==> src/rtl/fifo_arb_pkg.sv <==
// Shared types and the round-robin search used by the FIFO write arbiter.
// The search is written for up to MAX_REQ requesters so it can be reused by other schedulers.
package fifo_arb_pkg;

  typedef enum logic {IDLE, OWN} arb_state_e;

  localparam int MAX_REQ = 8;

  // Returns the first set request strictly after 'last', wrapping modulo num_req; -1 if none.
  function automatic int rr_pick(input logic [MAX_REQ-1:0] req, input int last, input int num_req);
    int pick;
    int idx;
    pick = -1;
    for (int k = MAX_REQ; k >= 1; k--) begin
      if (k <= num_req) begin
        idx = last + k;
        if (idx >= num_req) idx = idx - num_req;
        if (req[idx]) pick = idx;
      end
    end
    return pick;
  endfunction

endpackage

==> src/rtl/rr_picker.sv <==
// Combinational round-robin priority selector: lowest index after last_owner wins.
module rr_picker
  import fifo_arb_pkg::*;
#(
  parameter int NUM_REQ = 4,
  localparam int ID_W = $clog2(NUM_REQ)
) (
  input  logic [NUM_REQ-1:0] req,
  input  logic [ID_W-1:0]    last_owner,
  output logic               pick_vld,
  output logic [ID_W-1:0]    pick_id
);

  logic [MAX_REQ-1:0] req_pad;
  int                 pick;

  always_comb begin
    req_pad = '0;
    req_pad[NUM_REQ-1:0] = req;
    pick = rr_pick(req_pad, int'(last_owner), NUM_REQ);
    pick_vld = (pick >= 0);
    pick_id = pick_vld ? ID_W'(pick) : '0;
  end

endmodule

==> src/rtl/fifo_wr_arbiter.sv <==
// Round-robin, burst-limited sharing of a single FIFO write port between NUM_REQ producers.
// Every grant spends one IDLE cycle arbitrating before its first beat can be written.
module fifo_wr_arbiter
  import fifo_arb_pkg::*;
#(
  parameter int NUM_REQ = 4,
  parameter int WIDTH = 8,
  parameter int BURST = 4,
  localparam int ID_W = $clog2(NUM_REQ)
) (
  input  logic                     clk,
  input  logic                     rst_n,
  input  logic [NUM_REQ-1:0]       req_valid,
  input  logic [NUM_REQ*WIDTH-1:0] req_data,
  output logic [NUM_REQ-1:0]       req_ready,
  input  logic                     fifo_full,
  output logic                     fifo_w_en,
  output logic [WIDTH-1:0]         fifo_data_in,
  output logic                     grant_vld,
  output logic [ID_W-1:0]          grant_id
);

  localparam int CNT_W = $clog2(BURST + 1);
  localparam logic [CNT_W-1:0] LAST_BEAT = CNT_W'(BURST - 1);
  localparam logic [ID_W-1:0] LAST_ID = ID_W'(NUM_REQ - 1);

  arb_state_e       state, state_d;
  logic [ID_W-1:0]  owner, owner_d;
  logic [ID_W-1:0]  last_owner, last_owner_d;
  logic [CNT_W-1:0] beat_cnt, beat_cnt_d;
  logic             pick_vld;
  logic [ID_W-1:0]  pick_id;
  logic             owner_vld;
  logic             accept;

  rr_picker #(.NUM_REQ(NUM_REQ)) u_picker (
    .req       (req_valid),
    .last_owner(last_owner),
    .pick_vld  (pick_vld),
    .pick_id   (pick_id)
  );

  always_ff @(posedge clk) begin
    if (!rst_n) begin
      state      <= IDLE;
      owner      <= '0;
      last_owner <= LAST_ID;
      beat_cnt   <= '0;
    end else begin
      state      <= state_d;
      owner      <= owner_d;
      last_owner <= last_owner_d;
      beat_cnt   <= beat_cnt_d;
    end
  end

  // Write strobes are also gated by rst_n so a reset edge landing mid-burst never commits a beat.
  always_comb begin
    state_d      = state;
    owner_d      = owner;
    last_owner_d = last_owner;
    beat_cnt_d   = beat_cnt;
    owner_vld    = req_valid[owner];
    accept       = 1'b0;
    req_ready    = '0;
    fifo_w_en    = 1'b0;
    fifo_data_in = '0;
    case (state)
      IDLE: begin
        if (pick_vld) begin
          state_d    = OWN;
          owner_d    = pick_id;
          beat_cnt_d = '0;
        end
      end
      OWN: begin
        req_ready[owner] = rst_n & ~fifo_full;
        accept           = rst_n & owner_vld & ~fifo_full;
        fifo_w_en        = accept;
        fifo_data_in     = req_data[int'(owner)*WIDTH +: WIDTH];
        if (!owner_vld) begin
          state_d      = IDLE;
          last_owner_d = owner;
        end else if (accept) begin
          if (beat_cnt == LAST_BEAT) begin
            state_d      = IDLE;
            last_owner_d = owner;
            beat_cnt_d   = '0;
          end else begin
            beat_cnt_d = beat_cnt + CNT_W'(1);
          end
        end
      end
      default: state_d = IDLE;
    endcase
  end

  assign grant_vld = (state == OWN);
  assign grant_id  = grant_vld ? owner : '0;

endmodule
==> config.mk <==
export PLATFORM = sky130hd
export DESIGN_NAME = fifo_wr_arbiter
export DESIGN_NICKNAME = d
export VERILOG_FILES = /design/src/rtl/fifo_arb_pkg.sv /design/src/rtl/rr_picker.sv /design/src/rtl/fifo_wr_arbiter.sv
export SDC_FILE = /design/constraint.sdc
export NUM_CORES = 1
export LEC_CHECK = 0
export BUFFER_PORTS_ARGS = -buffer_cell sky130_fd_sc_hd__buf_2
export CORE_UTILIZATION = 38
export DETAILED_ROUTE_END_ITERATION = 8
export GPL_ROUTABILITY_DRIVEN = 0
export HOLD_SLACK_MARGIN = 0.1
export PLACE_DENSITY = 0.7
export SLEW_MARGIN = 20
export SYNTH_ARGS = -nofsm -noshare
export SYNTH_HDL_FRONTEND = slang
export SYNTH_SLANG_ARGS = --single-unit
==> constraint.sdc <==
create_clock -name clk -period 6.5 [get_ports clk]
set_clock_uncertainty 0.1 [all_clocks]
set_input_delay 0 -clock clk [delete_from_list [all_inputs] [get_ports clk]]
set_output_delay 0 -clock clk [all_outputs]
set_load 0.01 [all_outputs]
# == After elaboration in Yosys (flattened, before gate mapping) ==
# Index checks and enable logic that the tools add are counted.
# totals
ff_bits,8
out_inout_bits,16
wordCells,82
# op_classes
n_addsub,9
magnitude_cmp,11
n_eq_ne,6
n_shift,1
n_mux,41
bitwise,6
n_reduce_logical,4
# op_table
operator,n
$mux W32,8
$ge A32 B4 Y1 const B,4
$lt A32 B5 Y1 const B,4
$sub A32 B4 Y32 const B,4
$ge A32 B1 Y1 const B,1
$shiftx A32 B6 Y8,1
$mux W1,15
$bmux W1 S3,4
$mux W3,4
$mux W2,4
$mux W8,1
$ne A2 B1 Y1 const B,4
$add A2 B2 Y3 const B,2
$pmux W3 S2,1
$reduce_and A3 Y1,2
$add A2 B3 Y4 const B,1
$and A4 B4 Y4,1
$mux W4,1
$add A2 B1 Y3 const B,1
$add A3 B1 Y3 const B,1
$and A1 B1 Y1,3
$eq A3 B2 Y1 const B,1
$lt A2 B3 Y1 const B,1
$bmux W1 S2,1
other kinds (7),8

# == Logic depth before layout (Yosys ltp) ==
# Gate-level depths: netlist of run 1.
# depth
word_depth,13
mapped_depth,9
ltp_nobuf,7

# == By module ==
# A second synthesis of run 1 with hierarchy kept.
# hier_totals
hier_cells,105
area_unflattened_um2,1097.3
# modules_own_cells
mod,instances,cells_each,area_each_um2,seq_area_each_um2
fifo_wr_arbiter,1,68,769.5,160.2
rr_picker,1,37,327.8,0.0

# == Worst setup path after synthesis of run 1 ==
# No wires, ideal clock.
# synth_path
kind,register -> register
start,reg last_owner[0]
end,reg owner[1]
setup_ns,0.059
arrival_ns,1.995
required_ns,6.341
path_slack_ns,4.345
stages_incl_launch_ff,10
path_buffers,2
path_cell_list,dfxtp_1 > buf_6 > inv_1 > ha_1 > buf_4 > mux2i_1 > a211oi_2 > o31ai_4 > a2111oi_1 > a31o_1
# synth_between
elab_chain_len,12
# synth_rtl
element,line,rtl
start: declaration,fifo_wr_arbiter.sv:29,"logic [ID_W-1:0] last_owner, last_owner_d;"
start signal: assignment,fifo_wr_arbiter.sv:52,last_owner <= last_owner_d;
$add A2 B3 Y4,fifo_arb_pkg.sv:16,idx = last + k;
$sub A32 B4 Y32 or $ge A32 B4 Y1 (tied branches),fifo_arb_pkg.sv:17,if (idx >= num_req) idx = idx - num_req;
$mux W32,fifo_arb_pkg.sv:17,
$bmux W1 S3,fifo_arb_pkg.sv:18,if (req[idx]) pick = idx;
$mux W1 (implied by the code) (2 in a row),fifo_arb_pkg.sv:18,
$mux W32 (3 in a row),fifo_arb_pkg.sv:18,
$mux W32 *,fifo_arb_pkg.sv:18,
$ge A32 B1 Y1,rr_picker.sv:21,pick_vld = (pick >= 0);
$reduce_and A2 Y1 (no line),n/a,
end signal: assignment,fifo_wr_arbiter.sv:51,owner <= owner_d;
end: declaration,fifo_wr_arbiter.sv:28,"logic [ID_W-1:0] owner, owner_d;"
# Mark *: on every way between the ends. The rest lies on a longest branch, timed or not. The select of a mux whose other input is x is not followed.
# A chain may end at the register's enable or synchronous reset.

# == Final worst setup path of run 1 ==
# Same ends and word-level chain as after synthesis.

==> results of run 1 <==
-- critical path, cell delays in order, from the launching register on --
cell,delay (ps)
dfxtp_1,600
inv_1,180
ha_1,480
mux2i_1,280
a21oi_1,150
o31ai_4,350
a2111oi_1,100
a31o_1,190
-- power groups by stage --
stage | clock network [uW] | logic, uW | registers, uW
final | 39.5 | 165 | 90.5
after global routing | 42.7 | 184 | 96.1
after CTS | 40.1 | 165 | 91.7
after detailed placement | 0 | 164 | 92.9
after global placement | 0 | 161 | 90.7
after floorplan | 0 | 153 | 64.5
-- cells by family (layout without fill, tap and decap cells) --
family | count (synthesis) | in the layout
flip-flops | 8 | 8
multiplexers | 17 | 17
buffers and inverters | 15 | 64
AND/OR/NAND/NOR | 43 | 43
AO/OA/AOI/OAI | 20 | 20
adder cells (fa/ha/maj) | 4 | 4
-- sequential cells by signal (all words and copies together), names as in the netlist --
name        cells
last_owner      2
beat_cnt        3
grant_vld       1
owner           2
-- area by class of cell --
cell class / instances / area [um2]
Tap cell: 30 / 37.54
Sequential cell: 8 / 160.2
Multi-Input combinational cell: 84 / 762.0
Clock buffer: 3 / 22.52
Inverter: 6 / 22.52
Fill cell: 233 / 1192
Timing Repair Buffer: 55 / 280.3
-- per-layer routing --
| metal | global-route usage [%] | routed length, um | vias up |
|---|---|---|---|
| li1 | - | - | 500 |
| met2 | 31.22 | 1157 | 52 |
| met3 | 4.023 | 264 | 4 |
| met4 | 5.263 | 28 | 0 |
| met1 | 23.01 | 1039 | 450 |
| met5 | 0 | 0 | - |
-- worst max path at each step --
| stage | start | end | slack, ps |
|---|---|---|---|
| 2_1_floorplan | last_owner[0] | owner[1] | 4350 |
| 3_3_place_gp | last_owner[0] | owner[1] | 4070 |
| 3_5_place_dp | last_owner[0] | owner[1] | 3960 |
| 4_1_cts | last_owner[0] | owner[1] | 3960 |
| 5_1_grt | last_owner[0] | owner[1] | 3730 |
| 6_report | last_owner[0] | owner[1] | 3960 |
-- metrics by stage --
| step | worst slack [ps] | hold WS (ps) | power, uW | instances | utilization, % |
|---|---|---|---|---|---|
| 2_1_floorplan | 4345 | 67.19 | 217.7 | 107 | - |
| 3_3_place_gp | 4066 | 161.6 | 251.7 | 182 | 50.56 |
| 3_5_place_dp | 3957 | 170.2 | 256.7 | 182 | 50.56 |
| 4_1_cts | 3955 | 128.8 | 297.0 | 186 | 51.87 |
| 5_1_grt | 3732 | 181.4 | 322.5 | 186 | 51.87 |
| 6_report | 3958 | 127.6 | 294.5 | 186 | 51.87 |
-- cells in the final DEF (no fill, tap or decap), types with 2 or more instances in the layout --
cell / count
nor3b_1: 3
mux4_2: 9
o211ai_1: 3
a31oi_1: 2
inv_1: 6
dfxtp_1: 8
clkbuf_4: 3
nor2b_1: 3
nand3_1: 2
nor2_1: 5
buf_2: 54
mux2_4: 2
nand2_1: 9
ha_1: 4
and2_1: 10
a21oi_1: 2
nor3_1: 2
mux2i_1: 6
==> flow_summary.ini, run 1 <==
[critical_path]
cp.required_ps = 6550
critical_path_class = register to register
cp-end-kind = register
worstSetupStartpointType = register
r2r_cells = 7
timing.rr.start = last_owner[0]
r2r_setup_slack_ps = 3960
crit_arrival_ps = 2590
cp_max_fo = 11
regToRegEndpoint = owner[1]

[cts]
cts.repair.resized = 0
cts-buffers-inserted = 3
cts_tree = built
root_buffer = clkbuf_4
cts_setup_buffers = 0
cts.sinks = 8
ctsHoldBuffers = 1
clk_latency_ps = 260
clk_path_buf_depth = 2
clk_pin_slew_ps = 60
h-tree-depth = 1

[logic_synthesis]
ys_top_cells_by_area = mux4_2 (20%), dfxtp_1 (16%), and2_1 (6.3%), mux2i_1 (6.0%), ha_1 (5.0%)
synth_common_cells = and2_1 (10), mux4_2 (9), nand2_1 (9)
synthSimpleGateAreaFrac_pct = 24.94
synthAdderAreaFrac_pct = 5.038
syn_inst = 107
ys_seq_area_share_pct = 16.12
synth_compound_area_share_pct = 17.25
synth_mux_area_share_pct = 29.47
synthArstFlopShare_pct = 0
synth_top_family_by_area = multiplexers
yosysMostFrequentCell = and2_1
synthFlopType = dfxtp_1
synth_edf_count = 0
syn_avg_cell_area_um2 = 9.285
synth_area_leader_cell = mux4_2
synth_cell_types = 43
synth.net_count = 150
ys_ff_latch = 8
syn_area_um2 = 993.5
synthXorXnorAreaFrac_pct = 0
yosysWarnings = 0
synth_top_area_share_pct = 20.40

[placed_design]
place_area_mm2 = 0.001252
portBuffers = 54
dpl.hpwl_mm = 1.950

[die]
design.die.area_mm2 = 0.002823
initial_utilization_pct = 40.10
die_w_um = 53.13
pin_count = 55
core_area_mm2 = 0.002477
rows = 18
fp.dieH_um = 53.13

[final_layout]
design_area_mm2 = 0.001285
syn_to_final_growth_pct = 29.34
drive_above_1_share_pct = 47.44
nNetsFinal = 201
antennaDiodeCount = 0

[route]
routed_wl_mm = 2.490
antenna_left = 0
wl_per_cell_um = 13.39
drt_pass1_iterations = 4
drt_drc_violations_left = 0
first_iter_violations = 22
vias = 1006
via_per_inst = 5.409

[min_path]
holdPathStages = 6
whs_endpoint = last_owner[1]
hp-class = input pin to register
hold_start = fifo_full

[grt]
grt_pass1_wl_mm = 3.746
grt_antenna_before_repair = 0
track_usage_pct = 18.38
grt_max_degree = 17
gr-total-overflow = 0
grt_pass1_vias = 862

[power_and_ir_drop]
clkPwrFrac_pct = 13.4
p_sw_share_pct = 41.23
power_frac_comb_pct = 55.9
seqPwrFrac_pct = 30.7
power-per-cell-area_mw_per_mm2 = 229.2
p_leak_uw = 0.0006301
ir_drop_uv = 138.0
intPower_uw = 173.1
netSwitchingPower_uw = 121.4

[sta]
setup_violations = 0
final.min_clock_period_ps = 2542
hold_violations = 0
fmaxAchievable_ghz = 0.3933
max_slew_margin_pct = 49.93
finalMaxSlewViolations = 0
grt_setup_unrepaired = no
setup_tns_ps = 0
tightest_slew_ps = 750.0
period_share_pct = 39.11

[job]
drv_cap = 0

[run_status]
status = finished clean
Power figures use the tool's default switching activity.
==> run 2: changes to the inputs <==
Clock period 6.5 ns to 2.4 ns, I/O delays scaled along.
==> run 2 against run 1 <==
Final cell count increased by 1.6%; largest cell class unchanged; sequential share of layout area decreased by 0.21 points; register-to-register slack got worse by 3800 ps; global-route usage increased by 1.2 points; critical endpoint unchanged; sequential power increased by 100%; design area increased by 1.8%; via count increased by 1.8%; critical path depth decreased by 1; sequential cell count unchanged; first-iteration DRC count increased by 64%; hold slack got worse by 16 ps.
==> flow_summary.ini, run 2 (synthesis gave the netlist of run 1 again) <==
[die]
core_area_mm2 = 0.002477
design.die.area_mm2 = 0.002823
initial_utilization_pct = 40.10
fp.dieH_um = 53.13
die_w_um = 53.13
pin_count = 55
rows = 18

[final_layout]
syn_to_final_growth_pct = 31.61
drive_above_1_share_pct = 48.43
reg_top3 = beat_cnt (3), last_owner (2), owner (2)
design_area_mm2 = 0.001308
regMostFlops = beat_cnt
layout_common_cells = buf_2 (54), and2_1 (10), mux4_2 (9), nand2_1 (9), dfxtp_1 (8)
antennaDiodeCount = 0
nNetsFinal = 204
final_common_cell = buf_2
largest_reg_flops = 3

[sta]
grt_setup_unrepaired = no
fmaxAchievable_ghz = 0.4441
setup_tns_ps = 0
finalMaxSlewViolations = 0
final.min_clock_period_ps = 2252
period_share_pct = 93.82
hold_violations = 0
setup_violations = 0
tightest_slew_ps = 392.7
max_slew_margin_pct = 73.75

[cts]
clk_path_buf_depth = 2
cts.repair.resized = 0
cts.sinks = 8
clk_latency_ps = 260
h-tree-depth = 1
cts_tree = built
ctsHoldBuffers = 1
clk_pin_slew_ps = 60
root_buffer = clkbuf_4
cts-buffers-inserted = 3
cts_setup_buffers = 0

[critical_path]
cp_slowest_cell = dfxtp_1
worstSetupStartpointType = register
cp_max_fo = 9
critPathBufInv = 0
crit_chain = ha_1 -> mux2i_1 -> a211oi_2 -> o31ai_4 -> a2111oi_1 -> a31o_1
cp-end-kind = register
critical_path_class = register to register
cp.required_ps = 2510
critical_path.top_delay_family = compound AO/OA/AOI/OAI gates
crit_arrival_ps = 2360
max_stage_delay_ps = 490

[route]
antenna_left = 0
drt_pass1_iterations = 4
wl_per_cell_um = 13.80
via_per_inst = 5.418
vias = 1024
drt_drc_violations_left = 0
routed_wl_mm = 2.609
first_iter_violations = 36

[grt]
grt_antenna_before_repair = 0
gr-total-overflow = 0
track_usage_pct = 19.55
grt_pass1_vias = 957
grt_pass1_wl_mm = 3.988
grt_max_degree = 16

[placed_design]
portBuffers = 54
dpl.hpwl_mm = 2.072
place_area_mm2 = 0.001275

[run_status]
status = finished clean

[job]
drv_cap = 0

[power_and_ir_drop]
ir_drop_uv = 338.0
power-per-cell-area_mw_per_mm2 = 629.5
p_leak_uw = 0.0006449

[min_path]
hp-class = input pin to register
run 2: power by group:
part	switching, uW	internal [uW]
Combinational	258	273
Sequential	28.6	155
Clock	51.5	57.6
run 2: per-stage QoR:
step                      utilization, %  worst slack [ps]  std cells  hold slack, ps  total power (uW)
after floorplan                        -             245.3        107           67.19             589.6
after global placement             51.46             336.1        185           169.3             701.4
after detailed placement           51.46             213.0        185           182.8             718.9
after CTS                          52.78             192.7        189           112.6             831.1
after global routing               52.78             9.740        189           133.9             896.3
final                              52.78             148.3        189           111.6             823.1
run 2: final timing paths:
| kind | from | endpoint | slack, ps | depth (start not counted) |
|---|---|---|---|---|
| max reg2reg | last_owner[1] | owner[1] | 150 | 6 |
| min | fifo_full | last_owner[0] | 110 | 5 |
| min reg2reg | beat_cnt[1] | beat_cnt[1] | 380 | 2 |
| max | last_owner[1] | owner[1] | 150 | 6 |
run 2: layout make-up:
cell class	count	area [um2]
fill	228	1170
multi-input combinational	84	762.0
timing repair buffer	58	302.8
sequential	8	160.2
tap	30	37.54
clock buffer	3	22.52
inverter	6	22.52
run 2: layer usage:
| layer | track usage, % | part of all wire, % | wire [um] | vias to the layer above |
|---|---|---|---|---|
| li1 | - | - | - | 506 |
| met1 | 20.31 | 41 | 1064 | 458 |
| met2 | 36.71 | 48 | 1250 | 56 |
| met3 | 4.598 | 9.7 | 254 | 4 |
| met4 | 8.333 | 1.5 | 39 | 0 |
| met5 | 0 | 0 | 0 | - |
run 2: worst register-to-register path, delay by kind of cell, from the launching register on:
family | cells | cell delay, ps
compound gates | 4 | 1040
mux | 1 | 170
fa+ha+maj | 1 | 400
flops | 1 | 490
==> run 3: changes to the inputs <==
Settings changed: ABC_AREA set to 1, PLACE_DENSITY 0.7 to 0.71.
==> run 3 against run 2 <==
Sequential power is 33% higher; non-clock buffer count is 1 lower; sequential cell count stayed put; register-to-register slack better by 340 ps; wire length rose by 1.8%; design area shrank 4.2%; largest cell class unchanged; highest routed layer unchanged.
==> flow_summary.ini, run 3 <==
[sta]
hold_violations = 0
period_share_pct = 79.54
setup_tns_ps = 0
finalMaxSlewViolations = 0
max_slew_margin_pct = 71.81
fmaxAchievable_ghz = 0.5238
final.min_clock_period_ps = 1909
setup_violations = 0
grt_setup_unrepaired = no
tightest_slew_ps = 422.4

[logic_synthesis]
synthFlopType = dfxtp_1
syn_area_um2 = 939.7
synth.net_count = 197
syn_avg_cell_area_um2 = 6.102
syn_inst = 154
yosysWarnings = 0
synth_edf_count = 0
synth_common_cells = nand2_1 (46), nand3_1 (20), inv_1 (17)
synth_area_leader_cell = nand2_1
synth_cell_types = 22
synthArstFlopShare_pct = 0
synth_top_area_share_pct = 18.38
ys_top_cells_by_area = nand2_1 (18%), dfxtp_1 (17%), nand3_1 (11%), inv_1 (6.8%), a22oi_1 (6.4%)
ys_seq_area_share_pct = 17.04
ys_ff_latch = 8
yosysMostFrequentCell = nand2_1

[route]
antenna_left = 0
routed_wl_mm = 2.655
first_iter_violations = 40
vias = 1200
via_per_inst = 5.063
drt_pass1_iterations = 7
wl_per_cell_um = 11.20
drt_drc_violations_left = 0

[critical_path]
crit_arrival_ps = 1960
cp_max_fo = 11
worstSetupStartpointType = register
cp-end-kind = register
cp.required_ps = 2450
critical_path_class = register to register

[die]
fp.dieH_um = 51.73
pin_count = 55
die_w_um = 51.73
core_area_mm2 = 0.002276
initial_utilization_pct = 41.29
rows = 17
design.die.area_mm2 = 0.002675

[power_and_ir_drop]
clkPwrFrac_pct = 9.1
power-per-cell-area_mw_per_mm2 = 913.9
p_leak_uw = 0.0007043
power_frac_comb_pct = 69.5
p_sw_share_pct = 53.60
intPower_uw = 531.0
netSwitchingPower_uw = 613.5
seqPwrFrac_pct = 21.4
ir_drop_uv = 523.0

[cts]
cts_tree = built
root_buffer = clkbuf_4
clk_path_buf_depth = 2
h-tree-depth = 1
cts.sinks = 8
cts_setup_buffers = 0
ctsHoldBuffers = 2
clk_latency_ps = 260
cts-buffers-inserted = 3
cts.repair.resized = 0
clk_pin_slew_ps = 50

[final_layout]
largest_reg_flops = 3
regMostFlops = beat_cnt
antennaDiodeCount = 0
design_area_mm2 = 0.001252
layout_common_cells = buf_2 (54), nand2_1 (46), nand3_1 (20), inv_1 (17), nor2_1 (9)
reg_top3 = beat_cnt (3), last_owner (2), owner (2)
drive_above_1_share_pct = 36.36
final_common_cell = buf_2
nFillCells = 227
nNetsFinal = 254
syn_to_final_growth_pct = 33.29

[run_status]
status = finished clean

[grt]
grt_pass1_vias = 945
grt_antenna_before_repair = 0
gr-total-overflow = 0
grt_max_degree = 12
grt_pass1_wl_mm = 3.981
track_usage_pct = 19.18

[placed_design]
portBuffers = 54
dpl.hpwl_mm = 2.175
place_area_mm2 = 0.001210

[job]
drv_cap = 0

[min_path]
hp-class = input pin to register
## run 3: cell families (layout without fill, tap and decap cells)
group	count (synthesis)	in the layout	synth area share, %
and+or+nand+nor	91	91	45.94
adders and majority gates	4	4	5.326
DFF	8	8	17.04
AOI/OAI and AO/OA	27	27	19.57
buffers and inverters	24	79	12.12
## run 3: worst max-delay path, stage by stage, from the launching register on
cell and delay, ps:
dfxtp_1 500, inv_1 150, ha_1 350, inv_1 70
nand2_1 60, nand3_1 130, nand2_2 130, nand2_4 90
a21oi_1 160, nor2_1 60
## run 3: final cells by class
type	count	area (um2)	area share (%)
clock buffer	3	22.52	1.798
timing repair buffer	57	297.8	23.78
tap	28	35.03	2.797
sequential	8	160.2	12.79
inverter	19	71.32	5.694
multi-input combinational	122	665.6	53.15
## run 3: final timing paths
path                                    start           to  slack [ps]  cells after the start
worst min-delay path             req_valid[3]    grant_vld         160                      5
worst min register to register    beat_cnt[2]  beat_cnt[2]         360                      2
worst max-delay path            last_owner[0]  beat_cnt[0]         490                      9
worst max register to register  last_owner[0]  beat_cnt[0]         490                      9
## run 3: power groups by stage
stage          sequential, uW  combinational (uW)  clock [uW]
2_1_floorplan             214                 652           0
3_3_place_gp              245                 768           0
3_5_place_dp              247                 789           0
4_1_cts                   244                 794         103
5_1_grt                   255                 891         112
6_report                  244                 796         104
## run 3: through the flow
step	worst slack [ps]	power (uW)	instances	hold WS, ps	utilization [%]
final	491.0	1145	237	159.0	55.03
after global routing	320.5	1258	237	170.2	55.03
after CTS	506.8	1141	237	159.3	55.03
after detailed placement	516.0	1036	232	179.0	53.16
after global placement	597.8	1013	232	175.7	53.16
after floorplan	747.9	865.9	154	20.72	-
## run 3: per-layer routing
metal	vias to the layer above	share of wire (%)	track usage (%)	wire length (um)
met5	-	0	0	0
met4	0	0.87	6.306	23
met3	3	3.0	2.047	80
met2	32	49	29.22	1307
met1	544	47	27.77	1244
li1	621	-	-	-
